[src/rtl/life_pkg.sv]
// Shared types and constants for the Game-of-Life board sequencer.
//   ROWS/ROW_W : board geometry (8x8, one byte per row)
//   row_t      : one board row
//   addr_t     : row index; 3-bit arithmetic gives the toroidal mod-8 wrap for free
//   seq_state_t: sequencer state
package life_pkg;
  localparam int ROWS   = 8;
  localparam int ROW_W  = 8;
  localparam int ADDR_W = 3;

  typedef logic [ROW_W-1:0]  row_t;
  typedef logic [ADDR_W-1:0] addr_t;

  typedef enum logic [1:0] {
    DISPLAY = 2'd0,
    LOAD    = 2'd1,
    COMPUTE = 2'd2
  } seq_state_t;
endpackage

[src/rtl/life_shadow_buf.sv]
// Shadow copy of the board used during an update pass.
// Writes land at waddr on the rising edge; reads are combinational and return
// the centre row at raddr plus its toroidal neighbours above and below.
//   clk    in  clock
//   we     in  write enable
//   waddr  in  write row index
//   wdata  in  write row data
//   raddr  in  centre row index
//   row_c  out shadow[raddr]
//   row_a  out shadow[(raddr-1) mod 8]
//   row_b  out shadow[(raddr+1) mod 8]
module life_shadow_buf
  import life_pkg::*;
(
  input  logic  clk,
  input  logic  we,
  input  addr_t waddr,
  input  row_t  wdata,
  input  addr_t raddr,
  output row_t  row_c,
  output row_t  row_a,
  output row_t  row_b
);
  row_t  cells [ROWS];
  addr_t addr_a;
  addr_t addr_b;

  always_ff @(posedge clk) begin
    if (we) cells[waddr] <= wdata;
  end

  // 3-bit wrap-around implements the torus vertically.
  assign addr_a = raddr - 3'd1;
  assign addr_b = raddr + 3'd1;

  assign row_c = cells[raddr];
  assign row_a = cells[addr_a];
  assign row_b = cells[addr_b];
endmodule

[src/rtl/life_sequencer.sv]
// Board memory sequencer: arbitrates the 8x8 board memory between the LED
// display scan, host row writes and the generation update pass.
//   ph1            in  system clock (rising edge)
//   reset          in  synchronous active-high reset
//   run_en         in  automatic generation every FRAMES_PER_GEN frames
//   step           in  pulse: one generation at the next frame boundary
//   host_we/addr/wdata in  host row write (held until host_ready)
//   host_ready     out host write accepted this cycle
//   mem_addr/we/wdata  out board memory port; mem_rdata in (combinational)
//   dec_row_in/a/b out  rows fed to the external decoder (0 outside COMPUTE)
//   dec_row_out    in  decoder next-generation centre row
//   disp_addr/row/valid out registered row for the display controller
//   busy           out update pass in progress
//   gen_done       out pulse after the last write-back of a pass
//   gen_count      out completed generations (wrapping)
module life_sequencer
  import life_pkg::*;
#(
  parameter int FRAMES_PER_GEN = 64,
  parameter int GEN_CNT_W      = 16
) (
  input  logic                 ph1,
  input  logic                 reset,
  input  logic                 run_en,
  input  logic                 step,
  input  logic                 host_we,
  input  logic [2:0]           host_addr,
  input  logic [7:0]           host_wdata,
  output logic                 host_ready,
  output logic [2:0]           mem_addr,
  output logic                 mem_we,
  output logic [7:0]           mem_wdata,
  input  logic [7:0]           mem_rdata,
  output logic [7:0]           dec_row_in,
  output logic [7:0]           dec_row_a,
  output logic [7:0]           dec_row_b,
  input  logic [7:0]           dec_row_out,
  output logic [2:0]           disp_addr,
  output logic [7:0]           disp_row,
  output logic                 disp_valid,
  output logic                 busy,
  output logic                 gen_done,
  output logic [GEN_CNT_W-1:0] gen_count
);
  localparam logic [7:0] FC_LAST = 8'(FRAMES_PER_GEN - 1);

  seq_state_t state, state_n;
  addr_t      disp_ptr;
  addr_t      pass_ptr;   // ld_ptr in LOAD, r in COMPUTE
  logic [7:0] frame_cnt;
  logic       step_pend;

  logic rd_cycle;
  logic boundary;
  logic trigger;
  logic sh_we;
  row_t sh_c, sh_a, sh_b;

  life_shadow_buf u_shadow (
    .clk   (ph1),
    .we    (sh_we),
    .waddr (pass_ptr),
    .wdata (mem_rdata),
    .raddr (pass_ptr),
    .row_c (sh_c),
    .row_a (sh_a),
    .row_b (sh_b)
  );

  assign busy = (state != DISPLAY);

  always_comb begin
    state_n    = state;
    mem_addr   = disp_ptr;
    mem_we     = 1'b0;
    mem_wdata  = '0;
    host_ready = 1'b0;
    rd_cycle   = 1'b0;
    boundary   = 1'b0;
    trigger    = 1'b0;
    sh_we      = 1'b0;
    dec_row_in = '0;
    dec_row_a  = '0;
    dec_row_b  = '0;
    case (state)
      DISPLAY: begin
        if (host_we) begin
          // Host write steals the cycle; a boundary due now slips by one.
          mem_addr   = host_addr;
          mem_we     = 1'b1;
          mem_wdata  = host_wdata;
          host_ready = 1'b1;
        end else begin
          rd_cycle = 1'b1;
          boundary = (disp_ptr == 3'd7);
          trigger  = boundary && (step_pend || (run_en && frame_cnt == FC_LAST));
          if (trigger) state_n = LOAD;
        end
      end
      LOAD: begin
        mem_addr = pass_ptr;
        sh_we    = 1'b1;
        if (pass_ptr == 3'd7) state_n = COMPUTE;
      end
      COMPUTE: begin
        // Reads come from the shadow copy, so in-order write-back is safe.
        mem_addr   = pass_ptr;
        mem_we     = 1'b1;
        mem_wdata  = dec_row_out;
        dec_row_in = sh_c;
        dec_row_a  = sh_a;
        dec_row_b  = sh_b;
        if (pass_ptr == 3'd7) state_n = DISPLAY;
      end
      default: state_n = DISPLAY;
    endcase
  end

  always_ff @(posedge ph1) begin
    if (reset) begin
      state      <= DISPLAY;
      disp_ptr   <= '0;
      pass_ptr   <= '0;
      frame_cnt  <= '0;
      step_pend  <= 1'b0;
      gen_count  <= '0;
      gen_done   <= 1'b0;
      disp_valid <= 1'b0;
      disp_addr  <= '0;
      disp_row   <= '0;
    end else begin
      state      <= state_n;
      gen_done   <= 1'b0;
      disp_valid <= rd_cycle;

      if (rd_cycle) begin
        disp_addr <= disp_ptr;
        disp_row  <= mem_rdata;
        disp_ptr  <= disp_ptr + 3'd1;
      end

      // frame_cnt stops at the last value so run_en fires at the next boundary.
      if (boundary) begin
        if (trigger)                 frame_cnt <= '0;
        else if (frame_cnt != FC_LAST) frame_cnt <= frame_cnt + 8'd1;
      end

      // A step landing on the trigger cycle is absorbed into this pass.
      if (trigger)   step_pend <= 1'b0;
      else if (step) step_pend <= 1'b1;

      if (trigger)              pass_ptr <= '0;
      else if (state != DISPLAY) pass_ptr <= pass_ptr + 3'd1;

      if (state == COMPUTE && pass_ptr == 3'd7) begin
        gen_done  <= 1'b1;
        gen_count <= gen_count + 1'b1;
        disp_ptr  <= '0;
      end
    end
  end
endmodule

[config.mk]
export PLATFORM = sky130hd
export DESIGN_NAME = life_sequencer
export DESIGN_NICKNAME = d
export VERILOG_FILES = /design/src/rtl/life_pkg.sv /design/src/rtl/life_shadow_buf.sv /design/src/rtl/life_sequencer.sv
export SDC_FILE = /design/constraint.sdc
export NUM_CORES = 1
export LEC_CHECK = 0
export ABC_AREA = 1
export CORE_MARGIN = 2
export CORE_UTILIZATION = 35
export DETAILED_ROUTE_END_ITERATION = 10
export HOLD_SLACK_MARGIN = 0.05
export PLACE_DENSITY_LB_ADDON = 0.08
export SLEW_MARGIN = 30
export SYNTH_ARGS = -nofsm -noshare
export SYNTH_HDL_FRONTEND = slang
export SYNTH_SLANG_ARGS = --single-unit
[constraint.sdc]
create_clock -name ph1 -period 5.4 [get_ports ph1]
set_input_delay 1.08 -clock ph1 [delete_from_list [all_inputs] [get_ports ph1]]
set_output_delay 1.08 -clock ph1 [all_outputs]
set_load 0.02 [all_outputs]
==> impl_summary.log <==
INFO  metric outcome = finished, final reports clean
INFO  metric post_synth_instance_area = 0.00577 mm²
INFO  metric chipWidth = 132 µm
INFO  metric yosysTopAreaCell = sky130_fd_sc_hd__edfxtp_1
INFO  metric cts_max_path_buffers = 2
INFO  metric postSynthRegisterBits = 113
INFO  metric buffer_ports.inserted = 98
INFO  metric all_layer_global_routing_usage = 0.193
INFO  metric drt_first_pass_iters = 5
INFO  metric multiInputGateArea = 0.00256 mm²
INFO  metric vdd_ir_drop_max = 0.222 mV
INFO  metric max-slew-margin-rel = 0.336
INFO  metric synthToLayoutAreaGrowth = 30.7%
INFO  metric worst_hold_path_type = reg -> reg
INFO  metric drtIter0Drc = 331
INFO  metric routed-via-count = 5076
INFO  metric finalSetupViolations = 0
INFO  metric h-tree-depth = 4
INFO  metric synth.net_count = 730
INFO  metric critical_path_arrival = 3.31 ns
INFO  metric grt_max_degree = 42
INFO  metric ys.warnings.count = 0
INFO  metric global_route_wire_length_before_repair = 26000 µm
INFO  metric cts-resized-gates = 0
INFO  metric total_negative_setup_slack = 0 ns
INFO  metric initial_antenna_violation_count = 0
INFO  metric unrepaired_setup_endpoints_after_global_routing = no
INFO  metric route.detailed.drc = 0
INFO  metric tritoncts = yes
INFO  metric start_util = 0.361
INFO  metric crit_path_max_fo = 33
INFO  metric timing.max_cap.violations = 0
INFO  metric die_area = 0.0175 mm²
INFO  metric hold_viol = 0
INFO  metric clk-insertion-delay-late = 0.41 ns
INFO  metric finalWeightedCongestion = 0.842
INFO  metric sort_of_element_at_the_start_of_the_critical_path = flip-flop
INFO  metric routed_length_per_placed_instance = 16.4 µm
INFO  metric achievable-frequency = 228 MHz
INFO  metric fill_cells = 1560
INFO  metric core.rowCount = 46
INFO  metric ant_nets = 0
INFO  metric gr-total-overflow = 0
INFO  metric final_layout_size_suffix_gt1_frac = 0.0723
INFO  metric ff_latch_area = 0.00291 mm²
INFO  metric post_synth_num_cell_types = 35
INFO  metric antenna_cells_inserted = 0
INFO  metric nets = 818
INFO  metric drt-vias-per-instance = 5.06
INFO  metric power_density = 296 mW/mm²
INFO  metric crit_slowest_cell = sky130_fd_sc_hd__inv_1
INFO  metric floorplan.io_pins = 99
INFO  metric cts_made_buffers = 17
INFO  metric clkTransAtPathRegs = 0.05 ns
INFO  metric required = 4.32 ns
INFO  metric total_power = 2.23 mW
INFO  metric synth_top_area_share = 0.333
INFO  metric global_route_met2_utilization = 0.321
INFO  metric tightest_slew = 0.994 ns
INFO  metric hpwlAfterDp = 11700 µm
INFO  metric path_common_cell = sky130_fd_sc_hd__inv_1
INFO  metric holdBufCountCts = 0
INFO  metric design.core.area = 0.0160 mm²
INFO  metric finalWorstPathRequiredPeriod = 4.39 ns
INFO  metric yosysSeqAreaShare = 0.503
INFO  metric grt_pass1_vias = 4758
INFO  metric final_max_slew_viol_count = 0
INFO  metric dieHeight = 132 µm
INFO  metric syn_area_per_cell = 8.41 µm²
INFO  metric clockRootBuffer = sky130_fd_sc_hd__clkbuf_16
INFO  metric crit_path_largest_cell_delay = 0.73 ns
INFO  metric synth_top_cells_by_area = sky130_fd_sc_hd__edfxtp_1 (33%), sky130_fd_sc_hd__dfxtp_1 (17%), sky130_fd_sc_hd__nand2_1 (8.5%), sky130_fd_sc_hd__nor2_1 (8.0%), sky130_fd_sc_hd__o21ai_0 (6.1%)
INFO  metric holdWs = 0.472 ns
INFO  metric cts_num_sinks = 113
INFO  metric gr-usage-met3 = 0.0464
INFO  metric critical_path.cell_chain = inv_1 > ha_1 > buf_4 > inv_1 > o211ai_1 > a21oi_1 > clkdlybuf4s50_1
INFO  metric mostFrequentLayoutCells = sky130_fd_sc_hd__nand2_1 (131), sky130_fd_sc_hd__nor2_1 (116), sky130_fd_sc_hd__clkdlybuf4s50_1 (98)
INFO  metric routed_wl = 16500 µm
INFO  metric static-leakage-power = 2.76 nW
INFO  metric final_common_cell = sky130_fd_sc_hd__nand2_1
INFO  metric globalRoute.busiestLayer = met2
INFO  metric post_cts_buffers = 0
INFO  metric fin_crit_sh = 0.812
INFO  metric synthCells = 687
INFO  metric final.setup_skew = 0.00632 ns
INFO  metric grt_use_met1 = 0.243
INFO  metric setup.worst_path.class = reg -> out
INFO  metric setup.worst_path.end_class = primary output
==> per-layer routing <==
| layer | vias to the layer above | share of wire |
|---|---|---|
| met1 | 2374 | 0.44 |
| met5 | - | 0 |
| li1 | 2508 | - |
| met3 | 28 | 0.058 |
| met4 | 0 | 0.022 |
| met2 | 166 | 0.48 |
==> path summary, 6_finish.rpt <==
path,startpoint,end,slack (ns),depth (start not counted)
worst max-delay path,pass_ptr[0],dec_row_a[6],1.01,7
worst min-delay path,gen_count[9],gen_count[9],0.47,2
worst max register to register,pass_ptr[0],gen_count[15],2.93,10
worst min register to register,gen_count[9],gen_count[9],0.47,2
==> report_power, final <==
part	total (mW)	internal, mW	switching, mW
combinational	0.141	0.0627	0.0786
sequential	0.925	0.919	0.00551
clock	1.17	0.791	0.375
==> stage by stage <==
step | cells | utilization | worst slack (ns) | cell area, µm²
detailed placement | 972 | 0.433 | 1.27 | 6920
global route | 1004 | 0.472 | 0.816 | 7550
global placement | 972 | 0.432 | 1.30 | 6910
floorplan | 687 | - | 2.42 | 5770
finish | 1004 | 0.472 | 1.01 | 7550
CTS | 1004 | 0.471 | 1.05 | 7540
==> critical path, delay by kind of cell, from the launching register on <==
kind | cells | cell delay [ns]
flops | 1 | 0.31
fa+ha+maj | 1 | 0.28
buf+inv | 4 | 1.85
compound gates | 2 | 0.44
==> logic make-up (layout without fill, tap and decap cells) <==
family,after synthesis,in the layout,synth area share
flip-flops,113,113,0.503
adder cells (fa/ha/maj),11,11,0.0238
multiplexers,25,25,0.0436
AO/OA/AOI/OAI,148,148,0.146
XOR/XNOR,3,3,0.00585
buffers and inverters,82,183,0.0576
AND/OR/NAND/NOR,305,305,0.221
==> registers in the layout, summed over array words and instances (netlist names), named ones only <==
| name | cells |
|---|---|
| u_shadow.cells | 64 |
| gen_count | 16 |
| disp_row | 8 |
| frame_cnt | 8 |
| disp_addr | 3 |
| disp_ptr | 3 |
| pass_ptr | 3 |
| state | 2 |
| disp_valid | 1 |
| gen_done | 1 |
| step_pend | 1 |
==> cell type report <==
cell class / count / area share
clock buffers: 21 / 0.0610
well taps: 216 / 0.0358
multi-input cells: 492 / 0.339
clock inverters: 11 / 0.0210
repair buffers: 102 / 0.134
inverters: 49 / 0.0249
flip-flops and latches: 113 / 0.385
==> synthesized netlist by cell type (all sizes together) <==
master	number
a21oi	44
a22o	9
a31oi	2
buf	15
clkbuf	18
clkinv	3
dfxtp	49
edfxtp	64
ha	11
inv	46
mux2	1
mux2i	24
nand2	135
nand3	34
nand4	5
nor2	128
nor3	3
o211ai	12
o21a	2
o21ai	71
o21bai	1
o32ai	7
xnor2	1
xor2	2
Note: power is estimated with default switching activity, not from simulation.
